$ cat src/rtl/drive_cmd_arbiter.sv
// drive_cmd_arbiter: priority arbiter for drive-command streams with key decode, watchdog auto-brake and telemetry.
// Define DRIVE_RAMP_EN to ramp duty toward the target by 1 LSB every RAMP_DIV cycles.
module drive_cmd_arbiter #(
    parameter int N_SRC = 2,
    parameter logic [N_SRC-1:0] SRC_ASCII = 2'b10,
    parameter int DUTY_W = 7,
    parameter int DUTY_INIT = 20,
    parameter int DUTY_STEP = 4,
    parameter int TIMEOUT_CYC = 25_000_000,
    parameter int TLM_PERIOD = 5_000_000,
    parameter int RAMP_DIV = 50_000,
    localparam int AW = (N_SRC > 1) ? $clog2(N_SRC) : 1
) (
    input  logic                 clk,
    input  logic                 rst,
    input  logic [N_SRC-1:0]     src_valid,
    output logic [N_SRC-1:0]     src_ready,
    input  logic [8*N_SRC-1:0]   src_code,
    input  logic [7:0]           prox,
    output logic [2:0]           motor_stat,
    output logic [DUTY_W-1:0]    duty,
    output logic [AW-1:0]        active_src,
    output logic                 timeout,
    output logic                 tlm_valid,
    input  logic                 tlm_ready,
    output logic [7:0]           tlm_byte
);
    localparam int WD_W = $clog2(TIMEOUT_CYC + 1);
    localparam int TP_W = $clog2(TLM_PERIOD + 1);
    localparam logic [DUTY_W:0] DMAX = {1'b0, {DUTY_W{1'b1}}};
    localparam logic [DUTY_W-1:0] STEP = DUTY_W'(DUTY_STEP);

    typedef enum logic [1:0] {IDLE, RUN, TOUT} state_t;

    state_t state_q, state_d;
    logic [2:0] stat_q, stat_d;
    logic [AW-1:0] src_q, src_d;
    logic [WD_W-1:0] wd_q, wd_d;
    logic [TP_W-1:0] tp_q, tp_d;
    logic [DUTY_W-1:0] target_q, target_d;
    logic tv_q, tv_d, pend_q, pend_d;
    logic [7:0] tb_q, tb_d;

    logic [N_SRC-1:0] grant;
    logic acc, acc_ascii, is_motion, is_speed, is_up, tlm_event;
    logic [AW-1:0] acc_idx;
    logic [7:0] acc_code, ir;
    logic [2:0] cmd_stat;
    logic [DUTY_W:0] up_sum;
    logic [3:0] prox_sat;

    function automatic logic [7:0] to_ir(input logic [7:0] c);
        case (c)
            8'h77: return 8'h02;
            8'h61: return 8'h04;
            8'h20: return 8'h05;
            8'h64: return 8'h06;
            8'h73: return 8'h08;
            8'h2B: return 8'h01;
            8'h2D: return 8'h03;
            default: return 8'h00;
        endcase
    endfunction

    // v ^ (v-1) sets every bit up to and including the lowest valid: exactly the unblocked sources
    always_comb begin
        src_ready = rst ? '0 : src_valid ^ (src_valid - N_SRC'(1));
        grant = src_valid & src_ready;
        acc = |grant;
        acc_idx = '0;
        acc_code = '0;
        acc_ascii = 1'b0;
        for (int i = 0; i < N_SRC; i++) begin
            if (grant[i]) begin
                acc_idx = AW'(i);
                acc_code = src_code[8*i +: 8];
                acc_ascii = SRC_ASCII[i];
            end
        end
        ir = acc_ascii ? to_ir(acc_code) : acc_code;
        is_speed = ir == 8'h01 || ir == 8'h03;
        is_up = ir == 8'h01;
        case (ir)
            8'h02: cmd_stat = 3'b001;
            8'h04: cmd_stat = 3'b010;
            8'h05: cmd_stat = 3'b011;
            8'h06: cmd_stat = 3'b100;
            8'h08: cmd_stat = 3'b101;
            default: cmd_stat = 3'b000;
        endcase
        is_motion = cmd_stat != 3'b000;
    end

    always_comb begin
        state_d = state_q;
        stat_d = stat_q;
        src_d = src_q;
        wd_d = wd_q;
        target_d = target_q;
        up_sum = {1'b0, target_q} + {1'b0, STEP};
        if (acc && (is_motion || is_speed)) begin
            wd_d = '0;
            src_d = acc_idx;
            state_d = (is_motion || state_q == TOUT) ? RUN : state_q;
            stat_d = is_motion ? cmd_stat : stat_q;
            if (is_speed)
                target_d = is_up ? (up_sum > DMAX ? DMAX[DUTY_W-1:0] : up_sum[DUTY_W-1:0])
                                 : (target_q >= STEP ? target_q - STEP : '0);
        end else if (state_q == RUN) begin
            if (wd_q == WD_W'(TIMEOUT_CYC - 1)) begin
                state_d = TOUT;
                stat_d = 3'b011;
            end else begin
                wd_d = wd_q + WD_W'(1);
            end
        end
        tp_d = (tp_q == TP_W'(TLM_PERIOD - 1)) ? '0 : tp_q + TP_W'(1);
        tlm_event = stat_d != stat_q || tp_q == TP_W'(TLM_PERIOD - 1);
        prox_sat = prox < 8'd4 ? 4'd0 : prox >= 8'd64 ? 4'd15 : prox[5:2];
        tv_d = tv_q;
        tb_d = tb_q;
        pend_d = pend_q;
        // events during a transfer coalesce into one resend that samples fresh data
        if (tv_q) begin
            tv_d = !tlm_ready;
            pend_d = pend_q || tlm_event;
        end else if (tlm_event || pend_q) begin
            tv_d = 1'b1;
            tb_d = {prox_sat, stat_d, 1'b1};
            pend_d = 1'b0;
        end
    end

    always_ff @(posedge clk) begin
        if (rst) begin
            state_q <= IDLE;
            stat_q <= 3'b000;
            src_q <= '0;
            wd_q <= '0;
            tp_q <= '0;
            target_q <= DUTY_W'(DUTY_INIT);
            tv_q <= 1'b0;
            tb_q <= 8'h01;
            pend_q <= 1'b0;
        end else begin
            state_q <= state_d;
            stat_q <= stat_d;
            src_q <= src_d;
            wd_q <= wd_d;
            tp_q <= tp_d;
            target_q <= target_d;
            tv_q <= tv_d;
            tb_q <= tb_d;
            pend_q <= pend_d;
        end
    end

`ifdef DRIVE_RAMP_EN
    localparam int RD_W = $clog2(RAMP_DIV + 1);
    logic [RD_W-1:0] ramp_q, ramp_d;
    logic [DUTY_W-1:0] duty_q, duty_d;

    // braking (commanded or watchdog) freezes both the ramp timer and duty
    always_comb begin
        ramp_d = ramp_q;
        duty_d = duty_q;
        if (stat_q != 3'b011) begin
            ramp_d = (ramp_q == RD_W'(RAMP_DIV - 1)) ? '0 : ramp_q + RD_W'(1);
            if (ramp_q == RD_W'(RAMP_DIV - 1))
                duty_d = duty_q < target_q ? duty_q + DUTY_W'(1) : duty_q > target_q ? duty_q - DUTY_W'(1) : duty_q;
        end
    end

    always_ff @(posedge clk) begin
        if (rst) begin
            ramp_q <= '0;
            duty_q <= DUTY_W'(DUTY_INIT);
        end else begin
            ramp_q <= ramp_d;
            duty_q <= duty_d;
        end
    end

    assign duty = duty_q;
`else
    assign duty = target_q;
`endif

    assign motor_stat = stat_q;
    assign active_src = src_q;
    assign timeout = state_q == TOUT;
    assign tlm_valid = tv_q;
    assign tlm_byte = tb_q;
endmodule

$ cat config.mk
export PLATFORM = sky130hd
export DESIGN_NAME = drive_cmd_arbiter
export DESIGN_NICKNAME = d
export VERILOG_FILES = /design/src/rtl/drive_cmd_arbiter.sv
export SDC_FILE = /design/constraint.sdc
export NUM_CORES = 1
export LEC_CHECK = 0
export CAP_MARGIN = 40
export CORE_ASPECT_RATIO = 2
export CORE_UTILIZATION = 50
export DETAILED_ROUTE_END_ITERATION = 6
export HOLD_SLACK_MARGIN = 0.03
export PLACE_DENSITY = 0.74
export SLEW_MARGIN = 20
export SYNTH_ARGS = -nofsm -noshare
export SYNTH_HDL_FRONTEND = slang
export SYNTH_SLANG_ARGS = --single-unit
$ cat constraint.sdc
create_clock -name clk -period 3.17 [get_ports clk]
set_clock_uncertainty 0.2 [all_clocks]
set_input_delay 0.634 -clock clk [delete_from_list [all_inputs] [get_ports clk]]
set_output_delay 0.634 -clock clk [all_outputs]
set_load 0.01 [all_outputs]
---- Word level (Yosys, flattened, before mapping) ----
Index checks and enable logic that the tools add are counted.
storage, ports and cells
  flip-flop bits (word level) ............. 70
  output and inout port bits .............. 23
  logic and storage cells ................. 84
operators by class
  add/subtract/negate cells ............... 5
  order comparisons ....................... 4
  equality and inequality tests ........... 20
  mux-type cells .......................... 24
  bitwise logic cells ..................... 4
  reductions and logical operators ........ 18
operator list
  operator               number
  $eq 8x7->1 const B     4
  $pmux 4 s7             1
  $add 25x1->25 const B  1
  $eq 25x25->1 const B   1
  $eq 8x3->1 const B     3
  $eq 8x6->1 const B     3
  $mux 8                 3
  $add 23x1->23 const B  1
  $eq 23x23->1 const B   1
  $mux 7                 3
  $eq 8x2->1 const B     2
  $pmux 3 s5             1
  $mux 3                 4
  $mux 2                 5
  $add 7x3->8 const B    1
  $eq 8x1->1 const B     1
  $eq 8x4->1 const B     1
  $ge 8x7->1 const B     1
  $gt 8x7->1 const B     1
  $lt 8x3->1 const B     1
  $mux 4                 2
  $ge 7x3->1 const B     1
  $sub 7x3->7 const B    1
  $reduce_and 2->1       3
  16 further kinds       29

---- Longest topological paths before layout ----
Gate-level depths: netlist (run 1).
  word-level depth ........................ 20
  mapped depth ............................ 12
  gate-level depth less buffers ........... 10

---- Least setup slack after synthesis (run 1) ----
No wires, ideal clock.
  path type ............................... input to register
  from .................................... input src_valid[1]
  to ...................................... register tb_q[1] (netlist: tlm_byte[1])
  arrival ................................. 3.064 ns
  data required time ...................... 2.849 ns
  path slack .............................. -0.215 ns
  stages on the path ...................... 11
  buffers on the path ..................... 1
  path through ............................ buf_4 -> nor4b_2 -> nand4_1 -> or3_1 -> o211ai_2 -> nand2b_1 -> a21oi_1 -> a2111o_1 -> a211oi_4 -> nor2_4 -> mux2_4
between the ends
  word-level cells in the longest chain between the ends .. 18
  elaborated cells on any way between the ends .. 34
  classes of those cells .................. 1 x add/sub; 15 x eq/ne; 8 x mux; 2 x bitwise; 8 x reduce/logical
RTL lines
  what                                      RTL line  RTL
  start: declaration                        16        input logic [N_SRC-1:0] src_valid,
  $sub 2x1->2                               67        src_ready = rst ? '0 : src_valid ^ (src_valid - N_SRC'(1));
  $xor 2x2->2                               67
  $mux 2                                    67
  $and 2x2->2 (*)                           68        grant = src_valid & src_ready;
  $mux 8                                    74        if (grant[i]) begin
  $eq 8x6->1 or $eq 8x7->1 (tied branches)  53        case (c)
  $pmux 4 s7                                53
  $mux 8                                    80        ir = acc_ascii ? to_ir(acc_code) : acc_code;
  (+2 left out)                             n/a
  $reduce_bool 3->1                         91        is_motion = cmd_stat != 3'b000;
  $logic_or 1x1->1                          101       if (acc && (is_motion || is_speed)) begin
  $logic_and 1x1->1                         101
  $mux 3 (*)                                101
  $ne 3x3->1                                118       tlm_event = stat_d != stat_q || tp_q == TP_W'(TLM_PERIOD - 1);
  $logic_or 1x1->1                          118
  $logic_or 1x1->1                          127       end else if (tlm_event || pend_q) begin
  $reduce_and 2->1 (no source line)         n/a
  end signal: assignment                    153       tb_q <= tb_d;
  end: declaration                          42        logic [7:0] tb_q, tb_d;
Every way passes the cells marked *; elsewhere a longest branch is shown, timed or not.
A chain may end at the register's enable or synchronous reset.

---- Final worst setup path (run 1) ----
  from .................................... input src_valid[0]
  to ...................................... register tb_q[4] (netlist: tlm_byte[4])
between the ends
  word-level cells in the longest chain between the ends .. 19
  elaborated cells on any way between the ends .. 35
  classes of those cells .................. 1 x add/sub; 15 x eq/ne; 9 x mux; 2 x bitwise; 8 x reduce/logical
RTL lines
  what                                      RTL line
  $sub 2x1->2                               67
  $xor 2x2->2                               67
  $mux 2                                    67
  $and 2x2->2 (*)                           68
  $mux 8 (2 in a row)                       74
  $eq 8x6->1 or $eq 8x7->1 (tied branches)  53
  $pmux 4 s7                                53
  $mux 8                                    80
  (+2 left out)                             n/a
  $reduce_bool 3->1                         91
  $logic_or 1x1->1                          101
  $logic_and 1x1->1                         101
  $mux 3 (*)                                101
  $ne 3x3->1 (*)                            118
  $logic_or 1x1->1 (*)                      118
  $logic_or 1x1->1 (*)                      127
  $reduce_and 2->1 (no source line) (*)     n/a
Marked as above.

==> impl_metrics.json, run 1 <==
{
  "overflow": 0,
  "hp-class": "reg -> reg",
  "critPathKind": "in -> reg",
  "core_area_mm2": 0.00727,
  "die_y_um": 125,
  "clkTransAtPathRegs_ns": 0.05,
  "seq_power_share_pct": 38.2,
  "p_int_mw": 1.84,
  "hold_viol": 0,
  "pwr-share-comb_pct": 16.0,
  "finalPower_mw": 2.42,
  "power.net_switching_uw": 579,
  "cp-end-kind": "flop",
  "numCtsBuffers": 9,
  "synth_commonest_cells": "69 x dfxtp_1, 66 x nor2_1, 50 x nand2_1",
  "worst_slack_ns": -0.159,
  "cts.path.max_buffers": 2,
  "multiInputGateArea_mm2": 0.00242,
  "start_kind": "input pin",
  "via_per_inst": 5.67,
  "p_per_area_mw_per_mm2": 453,
  "ctsHoldBuffers": 0,
  "clock_sinks": 69,
  "antenna_found_initial": 0,
  "outcome": "complete, but fails checks",
  "violations": "negative setup slack",
  "post-route-period-util_pct": 105,
  "die-area_mm2": 0.00795,
  "yosys_register_bits": 69,
  "leakage_nw": 2.09,
  "grt_pass1_vias": 3736,
  "ys.flop_type": "dfxtp_1",
  "fmax_mhz": 300,
  "io_pins": 52,
  "synth-seq-area-share_pct": 36.5,
  "synth_enable_flop_cells": 0,
  "final_nets": 598,
  "p_clk_share_pct": 45.8,
  "rsz0062_at_grt": "true",
  "syn-num-nets": 491,
  "dr.pass1.iters": 4,
  "placedCellCount": 630,
  "syn_area_mm2": 0.00379,
  "synth.largest_area_cell": "dfxtp_1",
  "instances_no_fill": 661,
  "grtUsageTotal_pct": 27.1,
  "synth.distinct_cells": 70,
  "cp.arrival_ns": 3.36,
  "fill_cells": 538,
  "seq_area_mm2": 0.00138,
  "yosysMostFrequentCell": "dfxtp_1",
  "grt_max_degree": 26,
  "cts-root-buf": "clkbuf_16",
  "drt_wl_total_um": 10500,
  "worstPathRequired_ns": 3.20,
  "regToRegSetupSlack_ns": 0.50,
  "avgRoutedWirePerCell_um": 15.9,
  "synthArstFlopShare_pct": 0,
  "maxCapViolations": 0,
  "slew_headroom_pct": 66.9,
  "route.vias.total": 3749,
  "syn_to_final_growth_pct": 40.9,
  "drv_slew": 0,
  "setup_violations": 8,
  "ys_warn_count": 0,
  "place_ws_ns": -0.886,
  "drc": 0,
  "first_iter_violations": 232,
  "clock_latency_ns": 0.34,
  "portBuffers": 48,
  "grt_pass1_wl_um": 17000,
  "start_util_pct": 52.1,
  "ant_nets": 0,
  "synthTopCellsByArea": "dfxtp_1 36%, nor2_1 6.5%, xor2_1 6.0%",
  "hpwl_um": 7550,
  "p_sw_share_pct": 23.9,
  "yosysTopAreaCellShare_pct": 36.5,
  "irDropWorstVdd_mv": 0.445,
  "gp_congestion": 0.948,
  "syn_inst": 457,
  "period_minus_slack_ns": 3.33,
  "drive_gt1_share_pct": 22.5,
  "fp.dieW_um": 63.5,
  "cp_max_fo": 7,
  "worst_slew_pin_slew_ns": 0.490,
  "htreeDepth": 3,
  "rows": 44,
  "cts_tree": "yes",
  "syn_area_per_cell_um2": 8.29,
  "n_antenna_cell": 0
}
## power by group through the flow
stage / clock (mW) / sequential [mW] / combinational (mW)
after floorplan: 0 / 0.942 / 0.161
after global placement: 0 / 0.940 / 0.329
after detailed placement: 0 / 0.940 / 0.334
after CTS: 1.12 / 0.921 / 0.364
after global routing: 1.16 / 0.925 / 0.413
final: 1.11 / 0.922 / 0.387
## flip-flops by register name, indices dropped and copies added (netlist names)
| signal | flops |
|---|---|
| wd_q | 25 |
| tlm_byte | 7 |
| tp_q | 23 |
| motor_stat | 3 |
| tlm_valid | 1 |
| active_src | 1 |
| duty | 6 |
| pend_q | 1 |
| state_q | 2 |
## area by class of cell
type                            instances  area share, %
Clock buffer                           11           4.74
Clock inverter                          5           1.52
Inverter                               12          0.844
Multi-Input combinational cell        359           45.3
Sequential cell                        69           25.9
Tap cell                               92           2.16
Timing Repair Buffer                  113           19.6
## cell usage in the layout, fill, tap and decap left out, types with 4 or more instances in the layout
cell             netlist  final
clkbuf_16              0     10
xor2_1                26     26
dfxtp_1               69     69
and3_1                14     14
a21oi_1               17     14
o31a_1                 5      5
buf_4                  5     55
buf_6                  1      7
mux2_4                 3      4
nand3_1               22     22
nand4_1               12     12
inv_1                 12     12
or3_1                 13     10
o21ai_0               13     13
ha_1                   5      5
nor2_1                66     65
nor4b_1                4      4
xnor2_1               15     15
nor3_1                 8      8
nand2_1               50     48
nor2b_1               10      9
o21a_1                 6      6
dlygate4sd2_1          0     10
clkdlybuf4s50_1        0     31
## metrics by stage
stage	TNS, ns	util, %	hold slack, ns	instance area [um2]
global route	-2.16	73.4	0.289	5340
global placement	-24.24	64.9	0.238	4710
finish	-1.18	73.4	0.256	5340
detailed placement	-26.83	64.9	0.251	4710
CTS	-0.489	72.0	0.260	5230
floorplan	-0.589	-	0.226	3820
## critical path, cell delays in order
cell and delay, ns:
buf_8 0.10, buf_12 0.12, nor4b_4 0.24, nand4_1 0.17
or3_4 0.41, o211ai_4 0.28, or3b_4 0.20, a21oi_4 0.06
or3_4 0.38, a211oi_4 0.33, nor2_4 0.09, buf_6 0.14
o21a_1 0.18
## what timing repair did
item,in CTS,in global routing
endpoints found under the hold margin,0,0
pin swaps,30,8
buffers inserted,9,3
gates resized for setup,57,13
cloned,1,2
endpoints found under the setup margin,45,37
## worst paths after layout
kind	start	depth (start not counted)	to
worst max-delay path	src_valid[0]	13	tlm_byte[4]
worst min-delay path	tlm_byte[7]	1	tlm_byte[7]
worst max register to register	wd_q[9]	10	tlm_byte[4]
worst min register to register	tlm_byte[7]	1	tlm_byte[7]
## per-layer routing
layer	vias to the layer above	wire length, um	track usage (%)
li1	1838	-	-
met4	0	468	15.9
met2	95	5870	51.1
met1	1778	3870	26.7
met3	38	307	4.20
met5	-	0	0
## kinds of logic after synthesis
family                     after synthesis  synth area share [%]
and+or+nand+nor                        230                  32.0
AOI/OAI and AO/OA                       75                  14.4
DFF                                     69                  36.5
xor gates and xnor gates                41                  9.48
buffers and inverters                   29                  3.67
muxes                                    7                  2.28
adders and majority gates                5                  1.65
other                                    1                0.0990
(Power assumes the default switching activity.)
==> run 2: changes to the inputs <==
--- a/config.mk
+++ b/config.mk
@@ -11,6 +11,7 @@
 export DETAILED_ROUTE_END_ITERATION = 6
 export HOLD_SLACK_MARGIN = 0.03
 export PLACE_DENSITY = 0.74
+export SETUP_SLACK_MARGIN = 0.15
 export SLEW_MARGIN = 20
 export SYNTH_ARGS = -nofsm -noshare
 export SYNTH_HDL_FRONTEND = slang
==> impl_metrics.json, run 2 (synthesized netlist as in run 1, its figures left out) <==
{
  "cts.path.max_buffers": 2,
  "cts-root-buf": "clkbuf_16",
  "slew_headroom_pct": 61.2,
  "start_util_pct": 52.1,
  "irDropWorstVdd_mv": 0.349,
  "hp-class": "reg -> reg",
  "n_antenna_cell": 0,
  "clock_sinks": 69,
  "largest_reg_flops": 25,
  "place_ws_ns": -0.953,
  "placedCellCount": 633,
  "clock_latency_ns": 0.34,
  "first_iter_violations": 239,
  "cts_tree": "yes",
  "numCtsBuffers": 9,
  "violations": "negative setup slack",
  "antenna_found_initial": 0,
  "route.vias.total": 4018,
  "critPathKind": "in -> reg",
  "io_pins": 52,
  "drt_wl_total_um": 12300,
  "die-area_mm2": 0.00795,
  "worst_slack_ns": -0.279,
  "grt_pass1_wl_um": 18600,
  "grt_max_degree": 14,
  "gp_congestion": 0.873,
  "dpl_cell_area_mm2": 0.00474,
  "via_per_inst": 5.96,
  "worstPathRequired_ns": 3.20,
  "fill_cells": 551,
  "ant_nets": 0,
  "fp.dieW_um": 63.5,
  "final_nets": 611,
  "syn_to_final_growth_pct": 44.0,
  "ctsHoldBuffers": 0,
  "fmax_mhz": 290,
  "fin_area_mm2": 0.00545,
  "hold_viol": 0,
  "setup_violations": 9,
  "final_common_cell": "dfxtp_1",
  "holdWs_ns": 0.262,
  "p_per_area_mw_per_mm2": 420,
  "die_y_um": 125,
  "rows": 44,
  "period_minus_slack_ns": 3.45,
  "instances_no_fill": 674,
  "htreeDepth": 3,
  "top_register": "wd_q",
  "cp.arrival_ns": 3.48,
  "rsz0062_at_grt": "true",
  "hpwl_um": 7880,
  "cp_max_fo": 7,
  "portBuffers": 48,
  "core_area_mm2": 0.00727,
  "worst_slew_pin_slew_ns": 0.575,
  "start_kind": "input pin",
  "dr.pass1.iters": 5,
  "finalPower_mw": 2.29,
  "clkTransAtPathRegs_ns": 0.06,
  "cp-end-kind": "flop",
  "avgRoutedWirePerCell_um": 18.2,
  "final_cell_mix": "69 x dfxtp_1, 65 x nor2_1, 64 x buf_4",
  "overflow": 0,
  "drv_slew": 0,
  "maxCapViolations": 0,
  "drive_gt1_share_pct": 24.2,
  "grtUsageTotal_pct": 30.3,
  "leakage_nw": 2.15,
  "outcome": "complete, but fails checks",
  "utilization_pct": 75.1,
  "post-route-period-util_pct": 109,
  "grt_pass1_vias": 3979,
  "setup_tns_ns": -2.27,
  "drc": 0
}
-- run 2: critical path, cell delays in order --
cell,delay (ns)
clkdlybuf4s50_1,0.47
a32oi_4,0.31
mux2_2,0.42
a21o_1,0.22
nand2_1,0.14
a21oi_4,0.07
a2111o_1,0.42
a211oi_4,0.32
nor2_4,0.11
buf_4,0.16
o21a_1,0.18
-- run 2: power breakdown --
part	internal, mW	switching (mW)
Combinational	0.245	0.204
Clock	0.530	0.387
Sequential	0.894	0.0302
-- run 2: layout make-up --
type                    count  area (um2)  share of cell area, %
repair buffers            126        1190                   21.7
well taps                  92         115                   2.11
multi-input cells         359        2460                   45.0
inverters                  12        45.0                  0.826
flip-flops and latches     69        1380                   25.3
clock buffers              11         233                   4.27
clock inverters             5        37.5                  0.688
-- run 2: repair_timing --
item	in CTS	in global routing
endpoints found under the setup margin	47	40
gates cloned	3	0
pin swaps	23	13
resized for setup	55	22
buffers inserted	17	5
-- run 2: final timing paths --
kind               start     endpoint  slack (ns)  cells after the start
max          src_code[3]  tlm_byte[6]       -0.28                     11
min              tp_q[0]      tp_q[0]        0.26                      1
max reg2reg      wd_q[6]  tlm_byte[4]        0.17                      9
min reg2reg      tp_q[0]      tp_q[0]        0.26                      1
-- run 2: layer usage --
layer | share of wire [%] | GRT usage [%] | up-vias
met5 | 0 | 0 | -
met4 | 6.9 | 21.5 | 0
li1 | - | - | 1863
met3 | 4.8 | 5.02 | 72
met1 | 35 | 27.8 | 1912
met2 | 54 | 57.3 | 171
